**config.mk**
```make
export PLATFORM = sky130hd
export DESIGN_NAME = serial_adder_ctrl_flat
export DESIGN_NICKNAME = d
export VERILOG_FILES = /design/src/rtl/serial_adder_ctrl_if.sv /design/src/rtl/serial_adder_ctrl.sv /design/src/flat_wrapper.sv
export SDC_FILE = /design/constraint.sdc
export NUM_CORES = 1
export LEC_CHECK = 0
export ABC_CLOCK_PERIOD_IN_PS = 2590
export CELL_PAD_IN_SITES_DETAIL_PLACEMENT = 1
export CELL_PAD_IN_SITES_GLOBAL_PLACEMENT = 1
export CORE_AREA = 3 3 69 71
export DETAILED_ROUTE_END_ITERATION = 10
export DIE_AREA = 0 0 72 74
export PLACE_DENSITY = 0.8
export SLEW_MARGIN = 20
export SYNTH_ARGS = -nofsm -noshare
export SYNTH_HDL_FRONTEND = slang
export SYNTH_HIERARCHICAL = 1
export SYNTH_SLANG_ARGS = --single-unit
```
**constraint.sdc**
```tcl
create_clock -name clk -period 2.59 [get_ports clk]
set_clock_uncertainty 0.1 [all_clocks]
set_input_delay 0.3885 -clock clk [delete_from_list [all_inputs] [get_ports clk]]
set_output_delay 0.3885 -clock clk [all_outputs]
set_load 0.01 [all_outputs]
```
**src/rtl/serial_adder_ctrl_if.sv**
```systemverilog
// Handshake and data bundle for the bit-serial add/subtract sequencer.
// The requester drives the operation. The sequencer returns status and the result.
interface serial_adder_ctrl_if #(
  parameter int WIDTH = 8
);
  logic             start;
  logic             sub;
  logic [WIDTH-1:0] a;
  logic [WIDTH-1:0] b;
  logic             ready;
  logic             busy;
  logic             done;
  logic [WIDTH-1:0] sum;
  logic             cout;
  logic             overflow;

  modport master (
    output start, sub, a, b,
    input  ready, busy, done, sum, cout, overflow
  );

  modport slave (
    input  start, sub, a, b,
    output ready, busy, done, sum, cout, overflow
  );
endinterface

```
**src/rtl/serial_adder_ctrl.sv**
```systemverilog
// Bit-serial add/subtract sequencer. One FullAdder cell is reused for WIDTH
// cycles, LSB first. Subtraction is done as a + ~b + 1: the inverted B is
// loaded and the carry is seeded with 1.

// The existing one-bit full adder cell.
module FullAdder (
  input  logic a,
  input  logic b,
  input  logic cin,
  output logic cout,
  output logic sum
);
  assign sum  = a ^ b ^ cin;
  assign cout = (a & b) | (cin & (a ^ b));
endmodule

module serial_adder_ctrl #(
  parameter int WIDTH = 8
) (
  input  logic                 clk,
  input  logic                 rst_n,
  serial_adder_ctrl_if.slave   bus
);

  localparam int              CW       = (WIDTH > 1) ? $clog2(WIDTH) : 1;
  localparam logic [CW-1:0]   LAST_BIT = CW'(WIDTH - 1);

  typedef enum logic [1:0] {
    S_IDLE = 2'd0,
    S_RUN  = 2'd1,
    S_DONE = 2'd2
  } state_t;

  state_t           r_state;
  state_t           w_next;

  logic [WIDTH-1:0] r_sa;
  logic [WIDTH-1:0] r_sb;
  logic [WIDTH-1:0] r_sr;
  logic             r_c;
  logic [CW-1:0]    r_cnt;
  logic             r_c_msb_in;
  logic [WIDTH-1:0] r_sum;
  logic             r_cout;
  logic             r_overflow;

  logic             w_fa_sum;
  logic             w_fa_cout;
  logic             w_last;
  logic             w_c_msb;
  logic [WIDTH-1:0] w_sr_next;

  FullAdder u_fa (
    .a    (r_sa[0]),
    .b    (r_sb[0]),
    .cin  (r_c),
    .cout (w_fa_cout),
    .sum  (w_fa_sum)
  );

  assign w_last    = (r_cnt == LAST_BIT);
  assign w_sr_next = {w_fa_sum, r_sr[WIDTH-1:1]};
  // On the last bit the carry flop still holds the carry into the MSB.
  assign w_c_msb   = w_last ? r_c : r_c_msb_in;

  assign bus.sum      = r_sum;
  assign bus.cout     = r_cout;
  assign bus.overflow = r_overflow;

  // Next-state logic and status outputs, which are decoded only from the state.
  always_comb begin
    // NOTE: every output gets a default first. No path can then leave one unassigned and infer a latch.
    w_next    = r_state;
    bus.ready = 1'b0;
    bus.busy  = 1'b0;
    bus.done  = 1'b0;
    case (r_state)
      S_IDLE: begin
        bus.ready = 1'b1;
        if (bus.start) w_next = S_RUN;
      end
      S_RUN: begin
        bus.busy = 1'b1;
        if (w_last) w_next = S_DONE;
      end
      S_DONE: begin
        bus.done = 1'b1;
        w_next   = S_IDLE;
      end
      default: w_next = S_IDLE;
    endcase
  end

  // State register.
  always_ff @(posedge clk or negedge rst_n) begin
    // NOTE: sequential state uses non-blocking assignments only. All flops then update together at the edge.
    if (!rst_n) r_state <= S_IDLE;
    else        r_state <= w_next;
  end

  // Datapath: load the operands on accept, then shift one bit per cycle in RUN.
  always_ff @(posedge clk or negedge rst_n) begin
    // NOTE: the datapath flops are reset as well, so an aborted operation leaves the result at 0.
    if (!rst_n) begin
      r_sa       <= '0;
      r_sb       <= '0;
      r_sr       <= '0;
      r_c        <= 1'b0;
      r_cnt      <= '0;
      r_c_msb_in <= 1'b0;
      r_sum      <= '0;
      r_cout     <= 1'b0;
      r_overflow <= 1'b0;
    end else begin
      case (r_state)
        S_IDLE: begin
          if (bus.start) begin
            r_sa  <= bus.a;
            r_sb  <= bus.sub ? ~bus.b : bus.b;
            r_c   <= bus.sub;
            r_cnt <= '0;
          end
        end
        S_RUN: begin
          r_sa  <= r_sa >> 1;
          r_sb  <= r_sb >> 1;
          r_sr  <= w_sr_next;
          r_c   <= w_fa_cout;
          r_cnt <= r_cnt + CW'(1);
          if (w_last) begin
            r_c_msb_in <= r_c;
            r_sum      <= w_sr_next;
            r_cout     <= w_fa_cout;
            r_overflow <= w_c_msb ^ w_fa_cout;
          end
        end
        default: ;
      endcase
    end
  end

endmodule

```
**src/flat_wrapper.sv**
```systemverilog
// flat-port wrapper written by rule: the top's interface ports become plain ports
module serial_adder_ctrl_flat 
#(
  parameter int WIDTH = 8
)
  (clk, rst_n, bus_start, bus_sub, bus_a, bus_b, bus_ready, bus_busy, bus_done, bus_sum, bus_cout, bus_overflow);
  serial_adder_ctrl_if #(.WIDTH(WIDTH)) bus_i ();
  input  logic clk;
  input  logic rst_n;
  input wire logic [$bits(bus_i.start)-1:0] bus_start;
  input wire logic [$bits(bus_i.sub)-1:0] bus_sub;
  input wire logic [$bits(bus_i.a)-1:0] bus_a;
  input wire logic [$bits(bus_i.b)-1:0] bus_b;
  output wire logic [$bits(bus_i.ready)-1:0] bus_ready;
  output wire logic [$bits(bus_i.busy)-1:0] bus_busy;
  output wire logic [$bits(bus_i.done)-1:0] bus_done;
  output wire logic [$bits(bus_i.sum)-1:0] bus_sum;
  output wire logic [$bits(bus_i.cout)-1:0] bus_cout;
  output wire logic [$bits(bus_i.overflow)-1:0] bus_overflow;
  assign bus_i.start = bus_start;
  assign bus_i.sub = bus_sub;
  assign bus_i.a = bus_a;
  assign bus_i.b = bus_b;
  assign bus_ready = bus_i.ready;
  assign bus_busy = bus_i.busy;
  assign bus_done = bus_i.done;
  assign bus_sum = bus_i.sum;
  assign bus_cout = bus_i.cout;
  assign bus_overflow = bus_i.overflow;
  serial_adder_ctrl #(.WIDTH(WIDTH)) u_core (.clk(clk), .rst_n(rst_n), .bus(bus_i));
endmodule
```
==> results.toml, run 1 <==
[logic_synthesis]
synth_common_cells = "39 x dfrtp_1, 18 x nand2_1, 17 x mux2_2"
ys_seq_elements = 39
synthCells = 154
syn_nets = 177
synth_cell_types = 27
synth_ff_type = "dfrtp_1"
synth_seq_area_share = 0.5353
synth_edf_count = 0
yosys.area.top_type_share = 0.5353
postSynth.asyncResetShare = 1.000
synth_area_sq_mm = 0.001823
yosys-top-cells-area = "dfrtp_1 54%, mux2_2 11%, xnor2_1 4.3%"
yosysMostFrequentCell = "dfrtp_1"
synth.avg_cell_area_sq_um = 11.84
synth_top_area_cell = "dfrtp_1"
yosysWarnings = 6

[power_and_ir_drop]
clkPwrFrac = 0.230
powerDensity_mw_per_mm2 = 1133
p_seq_frac = 0.401
swShare = 0.3106
combinationalPowerShare = 0.370
internal_power_mw = 1.793
ir_drop_mv = 0.5356
power_mw = 2.600
p_sw_mw = 0.8077
p_leak_nw = 0.9896

[timing]
slew_headroom = 0.4177
layout_worst_path_cycle_share = 0.8200
tightest_slew_ps = 873.4
max_freq_ghz = 0.4708
rsz0062_at_grt = "no"
fin_ws_ps = 466.2
slew_viol_final = 0
setup_viol = 0
period_minus_slack_ps = 2124
hold_violations = 0
finalSetupTns_ps = 0

[worst_setup_path]
r2r_start = "u_core/r_state[1]$_DFFE_PN0P_"
critical_path_required_ps = 2100
startpoint = "u_core/r_state[0]$_DFFE_PN0P_"
critPathKind = "register to primary output"
critPathCaptureType = "primary output"
crit_arrival_ps = 1640
start_kind = "register"
crit_fanout = 17
r2r_setup_slack_ps = 910

[placement]
dpl_worst_slack_ps = 498.0
hpwl_um = 2864
dpl_cell_area_sq_mm = 0.002163
port_buffers = 32
place_congestion = 0.7629

[die]
core-area_sq_mm = 0.004294
die_x_um = 72
placementRows = 24
die_area_sq_mm = 0.005328
start_util = 0.4245
die_h_um = 74
ios = 33

[detailed_routing]
route.detailed.drc = 0
viasPerCell = 5.396
wl_per_cell_um = 16.91
drt_iter0_markers = 67
vias = 1295
totalWireLength_um = 4059
postRouteAntennaNets = 0
first_pass_iters = 4

[layout]
syn_to_final_growth_pct = 25.94
multiInputGateArea_sq_um = 762.0
fin_area_sq_mm = 0.002296
regArea_sq_um = 975.9
fin_util = 0.5347
nets = 210
layout-drive-gt1-share = 0.1755
antenna_cells = 0
fillers = 459

[clock_network]
cts_buffers = 5
clock_sink_count = 39
cts_hold_buf = 0
cts_tree = "done"
cts_max_level = 2
cts_buffer_depth = 2
clock_latency_ps = 290
root_buffer = "clkbuf_8"
cts_resized = 0
cts_setup_buffers = 0
clkTransAtPathRegs_ps = 70

[run]
maxCapViolations = 0

[status]
status = "finished clean"

[min_path]
hold_path.class = "input pin to async pin"

[global_routing]
gr-total-overflow = 0
grt_max_degree = 40
grt_usage = 0.1700
grt_pass1_wl_um = 6858
antenna_found_initial = 0
grt_pass1_vias = 1404
==> metal layers <==
metal	track usage	routed length, um
met5	0	0
met4	0.07516	66
met3	0.02838	151
met2	0.2888	2071
met1	0.2153	1770
==> metrics by stage <==
step | cells | hold WS (ps)
final | 240 | 110.7
after global routing | 240 | 192.0
after CTS | 240 | 147.9
after detailed placement | 232 | 374.2
after global placement | 232 | 366.1
after floorplan | 154 | -7.091
==> final timing paths <==
check | end | cells past startpoint
worst max-delay path | bus_ready | 3
worst min-delay path | u_core/bus.sum[1]$_DFFE_PN0P_ | 1
worst max register to register | u_core/r_sa[3]$_DFFE_PN0P_ | 4
worst min register to register | u_core/bus.overflow$_DFFE_PN0P_ | 2
max in group asynchronous | u_core/r_sa[1]$_DFFE_PN0P_ | 1
min in group clk | u_core/bus.overflow$_DFFE_PN0P_ | 2
==> worst max-delay path, cell delays in order, from the launching register on <==
cell and delay (ps):
dfrtp_1 440, buf_4 230, nor2_4 120, clkdlybuf4s50_1 550
==> power by group through the flow <==
| stage | sequential [mW] | clock, mW | combinational, mW |
|---|---|---|---|
| floorplan | 1.04 | 0 | 0.624 |
| global placement | 1.03 | 0 | 0.920 |
| detailed placement | 1.05 | 0 | 0.980 |
| CTS | 1.04 | 0.614 | 0.982 |
| global route | 1.08 | 0.637 | 1.06 |
| finish | 1.04 | 0.597 | 0.961 |
==> area by class of cell <==
| cell class | count | share of cell area |
|---|---|---|
| repair buffers | 37 | 0.1537 |
| inverters | 2 | 0.003270 |
| clock buffers | 6 | 0.03161 |
| flip-flops and latches | 39 | 0.4251 |
| clock inverters | 2 | 0.02616 |
| well taps | 52 | 0.02834 |
| multi-input cells | 102 | 0.3319 |
==> state kept, by name (all words and copies together) (netlist names) <==
signal and cells:
u_core/r_state 2, u_core/r_sb 8, u_core/bus.sum 8, u_core/r_cnt 3
u_core/r_sr 7, u_core/r_sa 8, u_core/bus.overflow 1, u_core/r_c 1
u_core/bus.cout 1
==> cells by family after synthesis <==
| logic type | after synthesis | share of synthesized area |
|---|---|---|
| XOR/XNOR | 9 | 0.04324 |
| AND/OR/NAND/NOR | 34 | 0.1050 |
| adder cells (fa/ha/maj) | 3 | 0.02471 |
| buffers and inverters | 13 | 0.04666 |
| flip-flops | 39 | 0.5353 |
| multiplexers | 18 | 0.1105 |
| AO/OA/AOI/OAI | 38 | 0.1345 |
==> layout by cell type (no fill, tap or decap) <==
| cell | netlist | final |
|---|---|---|
| dfrtp_1 | 39 | 39 |
| clkdlybuf4s50_1 | 0 | 31 |
| nand2_1 | 18 | 18 |
| mux2_2 | 17 | 17 |
| nor2b_1 | 10 | 10 |
| o21ai_0 | 10 | 10 |
| a21oi_1 | 9 | 9 |
| xnor2_1 | 9 | 9 |
| a22oi_1 | 8 | 8 |
| o221ai_1 | 6 | 6 |
| clkbuf_8 | 0 | 5 |
| buf_4 | 2 | 5 |
| bufinv_16 | 0 | 2 |
| a22o_1 | 2 | 2 |
| nor2_1 | 2 | 2 |
| inv_1 | 2 | 2 |
| ha_1 | 2 | 2 |
| clkbuf_1 | 1 | 1 |
| buf_2 | 3 | 1 |
| nor2b_4 | 1 | 1 |
| nor2_4 | 1 | 1 |
| nand3b_4 | 1 | 1 |
| and3b_1 | 1 | 1 |
| o21bai_1 | 1 | 1 |
| o21ai_1 | 1 | 1 |
| o211ai_1 | 1 | 1 |
| mux2i_1 | 1 | 1 |
| fa_1 | 1 | 1 |
Note: power is estimated with default switching activity, not from simulation.
==> inputs of run 2 (changes only) <==
Settings changed: ABC_CLOCK_PERIOD_IN_PS 2590 to 2200, CORE_AREA 3 3 69 71 to 3 3 71 73, DIE_AREA 0 0 72 74 to 0 0 74 76, PLACE_DENSITY 0.8 to 0.76.
Clock period 2.59 ns to 2.2 ns, I/O delays scaled along.
==> results.toml, run 2 (synthesis gave the netlist of run 1 again) <==
[status]
status = "finished clean"

[worst_setup_path]
r2r-end = "u_core/r_sa[4]$_DFFE_PN0P_"
path_cells = "nor2b_4, clkdlybuf4s50_1"
crit_path_top_delay_cell = "clkdlybuf4s50_1"
r2r_cells = 4
critPathKind = "register to primary output"
r2r_start = "u_core/r_state[1]$_DFFE_PN0P_"
crit_fanout = 14
r2r_setup_slack_ps = 420
max_stage_delay_ps = 540
start_kind = "register"
crit_arrival_ps = 1540
critPathCaptureType = "primary output"
critical_path_required_ps = 1770

[timing]
rsz0062_at_grt = "no"
period_minus_slack_ps = 1971
tightest_slew_ps = 868.5
hold_violations = 0
slew_viol_final = 0
finalSetupTns_ps = 0
slew_headroom = 0.4210
fin_ws_ps = 229.3
layout_worst_path_cycle_share = 0.8958
max_freq_ghz = 0.5074
setup_viol = 0
holdWs_ps = 57.36

[layout]
fin_util = 0.5147
finalNonFillerCells = 241
nets = 211
final_common_cell = "dfrtp_1"
antenna_cells = 0
layout-drive-gt1-share = 0.1852
mostFrequentLayoutCells = "38 x dfrtp_1, 31 x clkdlybuf4s50_1, 18 x nand2_1"
fin_area_sq_mm = 0.002272
syn_to_final_growth_pct = 24.64

[power_and_ir_drop]
p_leak_nw = 0.9799
ir_drop_mv = 0.6446
powerDensity_mw_per_mm2 = 1264
power_mw = 2.873

[placement]
dpl_worst_slack_ps = 280.7
port_buffers = 32
hpwl_um = 2825
place_congestion = 0.7307
dpl_cell_area_sq_mm = 0.002171
dpl.cell_count = 233

[clock_network]
cts_tree = "done"
clock_latency_ps = 280
clock_sink_count = 39
cts_setup_buffers = 0
cts_max_level = 2
clkTransAtPathRegs_ps = 70
cts_buffers = 5
cts_hold_buf = 0
cts_buffer_depth = 2
root_buffer = "clkbuf_8"

[die]
ios = 33
placementRows = 24
die_h_um = 76
core-area_sq_mm = 0.004414
start_util = 0.4130
die_area_sq_mm = 0.005624
die_x_um = 74

[detailed_routing]
first_pass_iters = 4
viasPerCell = 5.427
wl_per_cell_um = 16.46
totalWireLength_um = 3967
vias = 1308
route.detailed.drc = 0
drt_iter0_markers = 78
postRouteAntennaNets = 0

[run]
maxCapViolations = 0

[global_routing]
antenna_found_initial = 0
gr-total-overflow = 0
grt_max_degree = 40
grt_pass1_wl_um = 6734
grt_pass1_vias = 1393
grt_usage = 0.1528

[min_path]
hold_path.class = "input pin to async pin"
## run 2: cell types whose count changed in the layout (fill, tap and decap cells not counted)
cell,previous run,this run
clkbuf_8,5,7
dfrtp_2,0,1
buf_4,5,6
dfrtp_1,39,38
bufinv_16,2,0
## run 2: report_power, final
part	total [mW]	switching (mW)	internal, mW
registers	1.24	0.220	1.02
clock network	0.522	0.236	0.286
logic	1.11	0.473	0.634
## run 2: layout make-up
type | count | area, sq um
Inverter | 2 | 7.507
Timing Repair Buffer | 38 | 360.3
Fill cell | 455 | 2142
Tap cell | 52 | 65.06
Clock buffer | 8 | 100.1
Multi-Input combinational cell | 102 | 762.0
Sequential cell | 39 | 977.2
## run 2: what timing repair did
action                                 4_1_cts  5_1_grt
resized for setup                            0        1
endpoints found under the hold margin        0        0
setup endpoints to repair                    0        1
## run 2: worst max-delay path by stage
stage | from | endpoint | slack, ps | depth (start not counted)
floorplan | u_core/r_cnt[0]$_DFFE_PN0P_ | u_core/bus.cout$_DFFE_PN0P_ | 670 | 5
global placement | bus_start | u_core/r_sa[7]$_DFFE_PN0P_ | 400 | 4
detailed placement | bus_start | u_core/r_sa[4]$_DFFE_PN0P_ | 280 | 4
CTS | u_core/r_state[0]$_DFFE_PN0P_ | bus_busy | 40 | 2
global route | u_core/r_state[0]$_DFFE_PN0P_ | bus_busy | 160 | 2
finish | u_core/r_state[0]$_DFFE_PN0P_ | bus_busy | 230 | 2
## run 2: worst max-delay path, delay by kind of cell, from the launching register on
family	cells	cell delay (ps)
buffers and inverters	1	540
AND/OR/NAND/NOR	1	200
flip-flops	1	520
## run 2: routing by layer
layer | GRT usage | routed length [um] | share of wire
met1 | 0.1931 | 1695 | 0.43
met2 | 0.2606 | 2076 | 0.52
met3 | 0.03694 | 165 | 0.042
met4 | 0.03261 | 29 | 0.0073
met5 | 0 | 0 | 0
